## config.mk

```make
export PLATFORM = sky130hd
export DESIGN_NAME = sb_rx_transaction_parser
export DESIGN_NICKNAME = d
export VERILOG_FILES = /design/src/rtl/sb_pkg.sv /design/src/rtl/sb_uart_deframer.sv /design/src/rtl/sb_rx_transaction_parser.sv
export SDC_FILE = /design/constraint.sdc
export NUM_CORES = 1
export LEC_CHECK = 0
export CORE_MARGIN = 2
export CORE_UTILIZATION = 40
export CTS_BUF_LIST = sky130_fd_sc_hd__clkbuf_16
export DETAILED_ROUTE_END_ITERATION = 10
export GPL_TIMING_DRIVEN = 0
export PLACE_DENSITY = 0.61
export SLEW_MARGIN = 10
export SYNTH_ARGS = -nofsm -noshare
export SYNTH_HDL_FRONTEND = slang
export SYNTH_HIERARCHICAL = 1
export SYNTH_SLANG_ARGS = --single-unit
```

## constraint.sdc

```tcl
create_clock -name sb_clk -period 3.8 [get_ports sb_clk]
set_input_delay 0.38 -clock sb_clk [delete_from_list [all_inputs] [get_ports sb_clk]]
set_output_delay 0.38 -clock sb_clk [all_outputs]
set_load 0.005 [all_outputs]
```

## src/rtl/sb_pkg.sv

```systemverilog
// Sideband receive shared definitions: control bytes, FSM state encodings, CRC step.
// Latency: n/a (constants, types and a pure combinational function).
// Backpressure: n/a.
package sb_pkg;

  localparam logic [7:0]  DLE      = 8'hFE;
  localparam logic [7:0]  STX_CMD  = 8'h05;
  localparam logic [7:0]  STX_RSP  = 8'h04;
  localparam logic [7:0]  ETX      = 8'h40;
  localparam logic [15:0] CRC_INIT = 16'hFFFF;

  typedef enum logic [1:0] {
    B_IDLE,
    B_DATA,
    B_STOP,
    B_WAIT_HIGH
  } bit_state_e;

  typedef enum logic [2:0] {
    T_IDLE,
    T_GOT_DLE,
    T_LT,
    T_AT_BODY,
    T_AT_DLE
  } txn_state_e;

  // CRC-16/MODBUS step over one byte: reflected poly 0xA001, byte consumed LSB first.
  function automatic logic [15:0] crc16_byte(input logic [15:0] crc, input logic [7:0] data);
    logic [15:0] c;
    c = crc ^ {8'h00, data};
    for (int i = 0; i < 8; i++) begin
      c = c[0] ? ((c >> 1) ^ 16'hA001) : (c >> 1);
    end
    return c;
  endfunction

endpackage

```

## src/rtl/sb_uart_deframer.sv

```systemverilog
// Bit deframer: start bit, 8 data bits LSB first, stop bit -> one byte per frame.
// Latency: byte_strobe/stop_err assert one cycle after the stop-bit sample.
// Backpressure: none; consumer must take each byte on its strobe.
module sb_uart_deframer
  import sb_pkg::*;
(
  input  logic       sb_clk,
  input  logic       rst,
  input  logic       sbrx,
  output logic [7:0] byte_data,
  output logic       byte_strobe,
  output logic       stop_err
);

  bit_state_e state_q;
  logic [2:0] cnt_q;
  logic [7:0] shift_q;
  logic [7:0] byte_data_q;
  logic       byte_strobe_q;
  logic       stop_err_q;

  // Frame FSM; a low stop bit discards the byte and waits for the line to return high.
  always_ff @(posedge sb_clk) begin
    if (rst) begin
      state_q       <= B_IDLE;
      cnt_q         <= '0;
      shift_q       <= '0;
      byte_data_q   <= '0;
      byte_strobe_q <= 1'b0;
      stop_err_q    <= 1'b0;
    end else begin
      byte_strobe_q <= 1'b0;
      stop_err_q    <= 1'b0;
      case (state_q)
        B_IDLE: begin
          if (!sbrx) begin
            state_q <= B_DATA;
            cnt_q   <= '0;
          end
        end
        B_DATA: begin
          shift_q <= {sbrx, shift_q[7:1]};
          cnt_q   <= cnt_q + 3'd1;
          if (cnt_q == 3'd7) state_q <= B_STOP;
        end
        B_STOP: begin
          if (sbrx) begin
            byte_data_q   <= shift_q;
            byte_strobe_q <= 1'b1;
            state_q       <= B_IDLE;
          end else begin
            stop_err_q <= 1'b1;
            state_q    <= B_WAIT_HIGH;
          end
        end
        B_WAIT_HIGH: begin
          if (sbrx) state_q <= B_IDLE;
        end
        default: state_q <= B_IDLE;
      endcase
    end
  end

  assign byte_data   = byte_data_q;
  assign byte_strobe = byte_strobe_q;
  assign stop_err    = stop_err_q;

endmodule

```

## src/rtl/sb_rx_transaction_parser.sv

```systemverilog
// Sideband RX parser: deframes sbrx, then decodes LT (checked LSE) and AT (destuffed payload + CRC verdict).
// Latency: result pulses assert two cycles after the stop bit of the deciding byte.
// Backpressure: none; at most one byte per 10 cycles, outputs are fire-and-forget pulses.
module sb_rx_transaction_parser
  import sb_pkg::*;
#(
  parameter int unsigned MAX_AT_BYTES = 64
) (
  input  logic       sb_clk,
  input  logic       rst,
  input  logic       sbrx,
  output logic [7:0] at_data,
  output logic       at_valid,
  output logic       at_sop,
  output logic       at_is_rsp,
  output logic       at_done,
  output logic       at_crc_ok,
  output logic       lt_valid,
  output logic [7:0] lt_lse,
  output logic       err_framing,
  output logic       err_overflow
);

  localparam int CW = $clog2(MAX_AT_BYTES + 1);
  localparam logic [CW-1:0] MAX_C = CW'(MAX_AT_BYTES);

  logic [7:0] byte_data;
  logic       byte_strobe;
  logic       stop_err;

  sb_uart_deframer u_deframer (
    .sb_clk      (sb_clk),
    .rst         (rst),
    .sbrx        (sbrx),
    .byte_data   (byte_data),
    .byte_strobe (byte_strobe),
    .stop_err    (stop_err)
  );

  txn_state_e    t_state_q;
  logic [7:0]    cand_q;
  logic [7:0]    hb0_q;      // older held byte
  logic [7:0]    hb1_q;      // newer held byte
  logic [1:0]    hb_cnt_q;
  logic [CW-1:0] emit_cnt_q;
  logic [15:0]   crc_q;

  logic [7:0] at_data_q;
  logic       at_valid_q, at_sop_q, at_is_rsp_q, at_done_q, at_crc_ok_q;
  logic       lt_valid_q, err_framing_q, err_overflow_q;
  logic [7:0] lt_lse_q;

  logic push_vld;

  // A payload byte enters the holdback on a plain body byte or on a stuffed DLE pair.
  always_comb begin
    push_vld = 1'b0;
    if (byte_strobe) begin
      if (t_state_q == T_AT_BODY && byte_data != DLE) push_vld = 1'b1;
      if (t_state_q == T_AT_DLE  && byte_data == DLE) push_vld = 1'b1;
    end
  end

  // Transaction FSM with holdback, CRC and registered output pulses.
  always_ff @(posedge sb_clk) begin
    if (rst) begin
      t_state_q      <= T_IDLE;
      cand_q         <= '0;
      hb0_q          <= '0;
      hb1_q          <= '0;
      hb_cnt_q       <= '0;
      emit_cnt_q     <= '0;
      crc_q          <= CRC_INIT;
      at_data_q      <= '0;
      at_valid_q     <= 1'b0;
      at_sop_q       <= 1'b0;
      at_is_rsp_q    <= 1'b0;
      at_done_q      <= 1'b0;
      at_crc_ok_q    <= 1'b0;
      lt_valid_q     <= 1'b0;
      lt_lse_q       <= '0;
      err_framing_q  <= 1'b0;
      err_overflow_q <= 1'b0;
    end else begin
      at_valid_q     <= 1'b0;
      at_sop_q       <= 1'b0;
      at_done_q      <= 1'b0;
      lt_valid_q     <= 1'b0;
      err_framing_q  <= 1'b0;
      err_overflow_q <= 1'b0;
      if (stop_err) begin
        err_framing_q <= 1'b1;
        t_state_q     <= T_IDLE;
      end else if (byte_strobe) begin
        case (t_state_q)
          T_IDLE: begin
            if (byte_data == DLE) t_state_q <= T_GOT_DLE;
          end
          T_GOT_DLE: begin
            if (byte_data == STX_CMD || byte_data == STX_RSP) begin
              at_is_rsp_q <= (byte_data == STX_RSP);
              crc_q       <= CRC_INIT;
              hb_cnt_q    <= '0;
              emit_cnt_q  <= '0;
              t_state_q   <= T_AT_BODY;
            end else if (byte_data == DLE) begin
              t_state_q <= T_GOT_DLE;
            end else if (byte_data == ETX) begin
              t_state_q <= T_IDLE;
            end else begin
              cand_q    <= byte_data;
              t_state_q <= T_LT;
            end
          end
          T_LT: begin
            if (byte_data == ~cand_q) begin
              lt_valid_q <= 1'b1;
              lt_lse_q   <= cand_q;
            end else begin
              err_framing_q <= 1'b1;
            end
            t_state_q <= T_IDLE;
          end
          T_AT_BODY: begin
            if (byte_data == DLE) t_state_q <= T_AT_DLE;
          end
          T_AT_DLE: begin
            if (byte_data == DLE) begin
              t_state_q <= T_AT_BODY;
            end else if (byte_data == ETX) begin
              // The two held bytes are the CRC, low byte first on the wire.
              if (hb_cnt_q != 2'd2) begin
                err_overflow_q <= 1'b1;
              end else begin
                at_done_q   <= 1'b1;
                at_crc_ok_q <= (crc_q == {hb1_q, hb0_q});
              end
              t_state_q <= T_IDLE;
            end else begin
              err_framing_q <= 1'b1;
              t_state_q     <= T_IDLE;
            end
          end
          default: t_state_q <= T_IDLE;
        endcase

        // Holdback: fill two slots, then each push releases the oldest byte.
        if (push_vld) begin
          if (hb_cnt_q == 2'd0) begin
            hb0_q    <= byte_data;
            hb_cnt_q <= 2'd1;
          end else if (hb_cnt_q == 2'd1) begin
            hb1_q    <= byte_data;
            hb_cnt_q <= 2'd2;
          end else if (emit_cnt_q == MAX_C) begin
            err_overflow_q <= 1'b1;
            t_state_q      <= T_IDLE;
          end else begin
            at_data_q  <= hb0_q;
            at_valid_q <= 1'b1;
            at_sop_q   <= (emit_cnt_q == '0);
            crc_q      <= crc16_byte(crc_q, hb0_q);
            emit_cnt_q <= emit_cnt_q + 1'b1;
            hb0_q      <= hb1_q;
            hb1_q      <= byte_data;
          end
        end
      end
    end
  end

  assign at_data      = at_data_q;
  assign at_valid     = at_valid_q;
  assign at_sop       = at_sop_q;
  assign at_is_rsp    = at_is_rsp_q;
  assign at_done      = at_done_q;
  assign at_crc_ok    = at_crc_ok_q;
  assign lt_valid     = lt_valid_q;
  assign lt_lse       = lt_lse_q;
  assign err_framing  = err_framing_q;
  assign err_overflow = err_overflow_q;

endmodule
```

==> metrics <==
Die H 110 um; Core Region 10900 sq um; H-tree levels 3; Pre-antenna DRT Iters 4; violation count after the first detailed-route iteration 182; Synth top area share 44.3%; highest-count cells in the layout ignoring fill and taps 99 x dfxtp_1, 53 x nand2_1, 49 x nor2_1, 31 x mux2i_1, 26 x clkdlybuf4s50_1; CTS tree done; # hold bufs at CTS 0; Via density 5.21; Mapped Nets 493; Ys Warns 6; RR Endpoint at_crc_ok$_SDFFE_PP0P_; number of global-route vias before repair 3363; Worst-Skew Late Latency 350 ps; PD cells 395 nW/um^2; GRT Overall Usage 18.4%; Clock Path Buffers 2; Hold WC Path Type register to register; number of setup violations in the final report 0; r2r startpoint u_deframer/byte_data[3]$_SDFFE_PP0P_; Max-Cap Viols 0; CTS Root Cell clkbuf_16; Placed Cells 649; Detail Route Antenna Nets 0; Wirelength per Cell 14.9 um; dominant cell type by area after synthesis dfxtp_1; Leakage 1.82 nW; CP Class register to register; row cnt 38; worst r2r path cells 7; Slew HR 46.7%; final clock skew 7.87 ps; Reg area 1980 sq um; Crit. Startpoint u_deframer/byte_data[3]$_SDFFE_PP0P_; Area after DPL 4910 sq um; CP Capture Point at_crc_ok$_SDFFE_PP0P_; first-pass GRT wire length 16.9 mm; Multi-input gate area 2300 sq um; Final Hold Viols 0; Worst-path clk slew 70 ps; Clk network pwr share 47.4%; Max Fclk 386 MHz; final clock period utilization by the worst path 68.3%; Ports 27; Seq cells post-synth 99; critical path required time 4080 ps; Tot Pwr 2.06 mW; post-route setup slack 1210 ps; Slew Viols, Final 0; Final Util 48.0%; Arr. time, crit path 2870 ps; number of flops mapped to enable cells by yosys 0; largest net degree at the start of global routing 17; post-route cell area 5220 sq um; Initial Util 41.1%; result of the run completed; Max VDD drop 0.271 mV; cts repair resizes 0; Tmin final 2590 ps; share of total power in combinational logic 2.1%; commonest non-fill, non-tap cell in the layout dfxtp_1; Die Area 12000 sq um; diodes inserted 0; pre-CTS setup slack 1210 ps; register area share after synthesis 44.3%; Primary FF master, synth dfxtp_1; Worst Tran Pin Value 794 ps; RSZ-0062 raised after global routing false; crit path launch type register; Mapped Avg Cell Area 9.26 sq um; FFs w/ async S/R, synth 0%; Synth Instances 483; die width 110 um; HPWL Detailed 7.23 mm; post-synth design cell area 4470 sq um; sequential share of power 50.5%; WHS 453 ps; non-filler cells, final 665; Area Growth Syn to Fin 16.8%; CP Capture Type register; P_int 1.63 mW; # fillers 1074; clk sink count 99; setup TNS 0 ps; CTS Buf Count 9; GP Congestion 0.861; Nets 530; DRC Markers 0; Net Switching 0.432 mW; setup bufs post-CTS 0; Area contributors post-synth dfxtp_1 44%, mux2i_1 6.9%, nand2_1 4.5%; ratio of cells with drive above 1 in the final layout 8.95%; Buffers on Ports 26; worst-path fanout max 7; global route total overflow 0; Netlist cell types 59; Worst R2R Setup Slack 1210 ps; DR vias 3466; Total Wirelength 9.89 mm; Net Sw Frac 21.0%; initial antenna violation count 0
synthesized netlist by cell type, drive strengths merged (9+ instances only):
cell and n:
a21oi 32, buf 12, clkbuf 17, dfxtp 99
inv 9, mux2i 31, nand2 54, nand2b 16
nor2 49, nor3 12, o21ai 13, xnor2 22
xor2 14
logic make-up (layout without fill, tap and decap cells):
logic type	after synthesis	in the layout	share of synthesized area, %
adders and majority gates	7	7	1.96
xor gates and xnor gates	37	37	7.56
buffers and inverters	39	81	4.17
DFF	99	99	44.3
AOI/OAI and AO/OA	87	87	13.1
and+or+nand+nor	181	181	21.4
muxes	33	33	7.44
final cells by class:
class	instances	share of cell area (%)
Clock inverter	7	1.75
Sequential cell	99	37.9
Inverter	10	0.719
Clock buffer	9	4.31
Timing Repair Buffer	26	4.98
Tap cell	140	3.35
Multi-Input combinational cell	345	44.1
Buffer	29	2.85
state kept, by name (all words and copies together), names as in the netlist, 2 cells and up:
| signal | count |
|---|---|
| at_data | 8 |
| cand_q | 8 |
| crc_q | 16 |
| emit_cnt_q | 7 |
| hb0_q | 8 |
| hb1_q | 8 |
| hb_cnt_q | 2 |
| lt_lse | 8 |
| t_state_q | 3 |
| u_deframer/byte_data | 8 |
| u_deframer/cnt_q | 3 |
| u_deframer/shift_q | 8 |
| u_deframer/state_q | 2 |
worst min-delay path by stage:
stage,from,end,depth (start not counted)
after floorplan,u_deframer/shift_q[0]$_SDFFE_PP0N_,u_deframer/shift_q[0]$_SDFFE_PP0N_,2
after global placement,at_crc_ok$_SDFFE_PP0P_,at_crc_ok$_SDFFE_PP0P_,2
after detailed placement,at_data[1]$_SDFFE_PP0P_,at_data[1]$_SDFFE_PP0P_,2
after CTS,at_data[1]$_SDFFE_PP0P_,at_data[1]$_SDFFE_PP0P_,2
after global routing,u_deframer/shift_q[0]$_SDFFE_PP0N_,u_deframer/byte_data[0]$_SDFFE_PP0P_,2
final,at_data[1]$_SDFFE_PP0P_,at_data[1]$_SDFFE_PP0P_,2
per-layer routing:
metal | part of all wire (%) | GRT usage, % | wire, um
met5 | 0 | 0 | 0
met4 | 2.2 | 7.69 | 215
met3 | 3.4 | 3.91 | 335
met2 | 45 | 29.1 | 4490
met1 | 49 | 24.3 | 4850
power groups by stage:
| stage | combinational (mW) | clock, mW | sequential (mW) |
|---|---|---|---|
| after detailed placement | 0.0436 | 0 | 1.07 |
| after global routing | 0.0472 | 1.04 | 1.04 |
| after floorplan | 0.0288 | 0 | 1.07 |
| final | 0.0431 | 0.977 | 1.04 |
| after global placement | 0.0431 | 0 | 1.07 |
| after CTS | 0.0436 | 0.999 | 1.04 |
worst max-delay path, stage by stage (launching register included):
cell and delay (ps):
dfxtp_1 410, or4_1 520, buf_2 180, nor4_4 230, and3_1 230, nand4b_1 230, or4_1 570, a21oi_1 150
No activity file was read; power rests on OpenSTA's default activity.
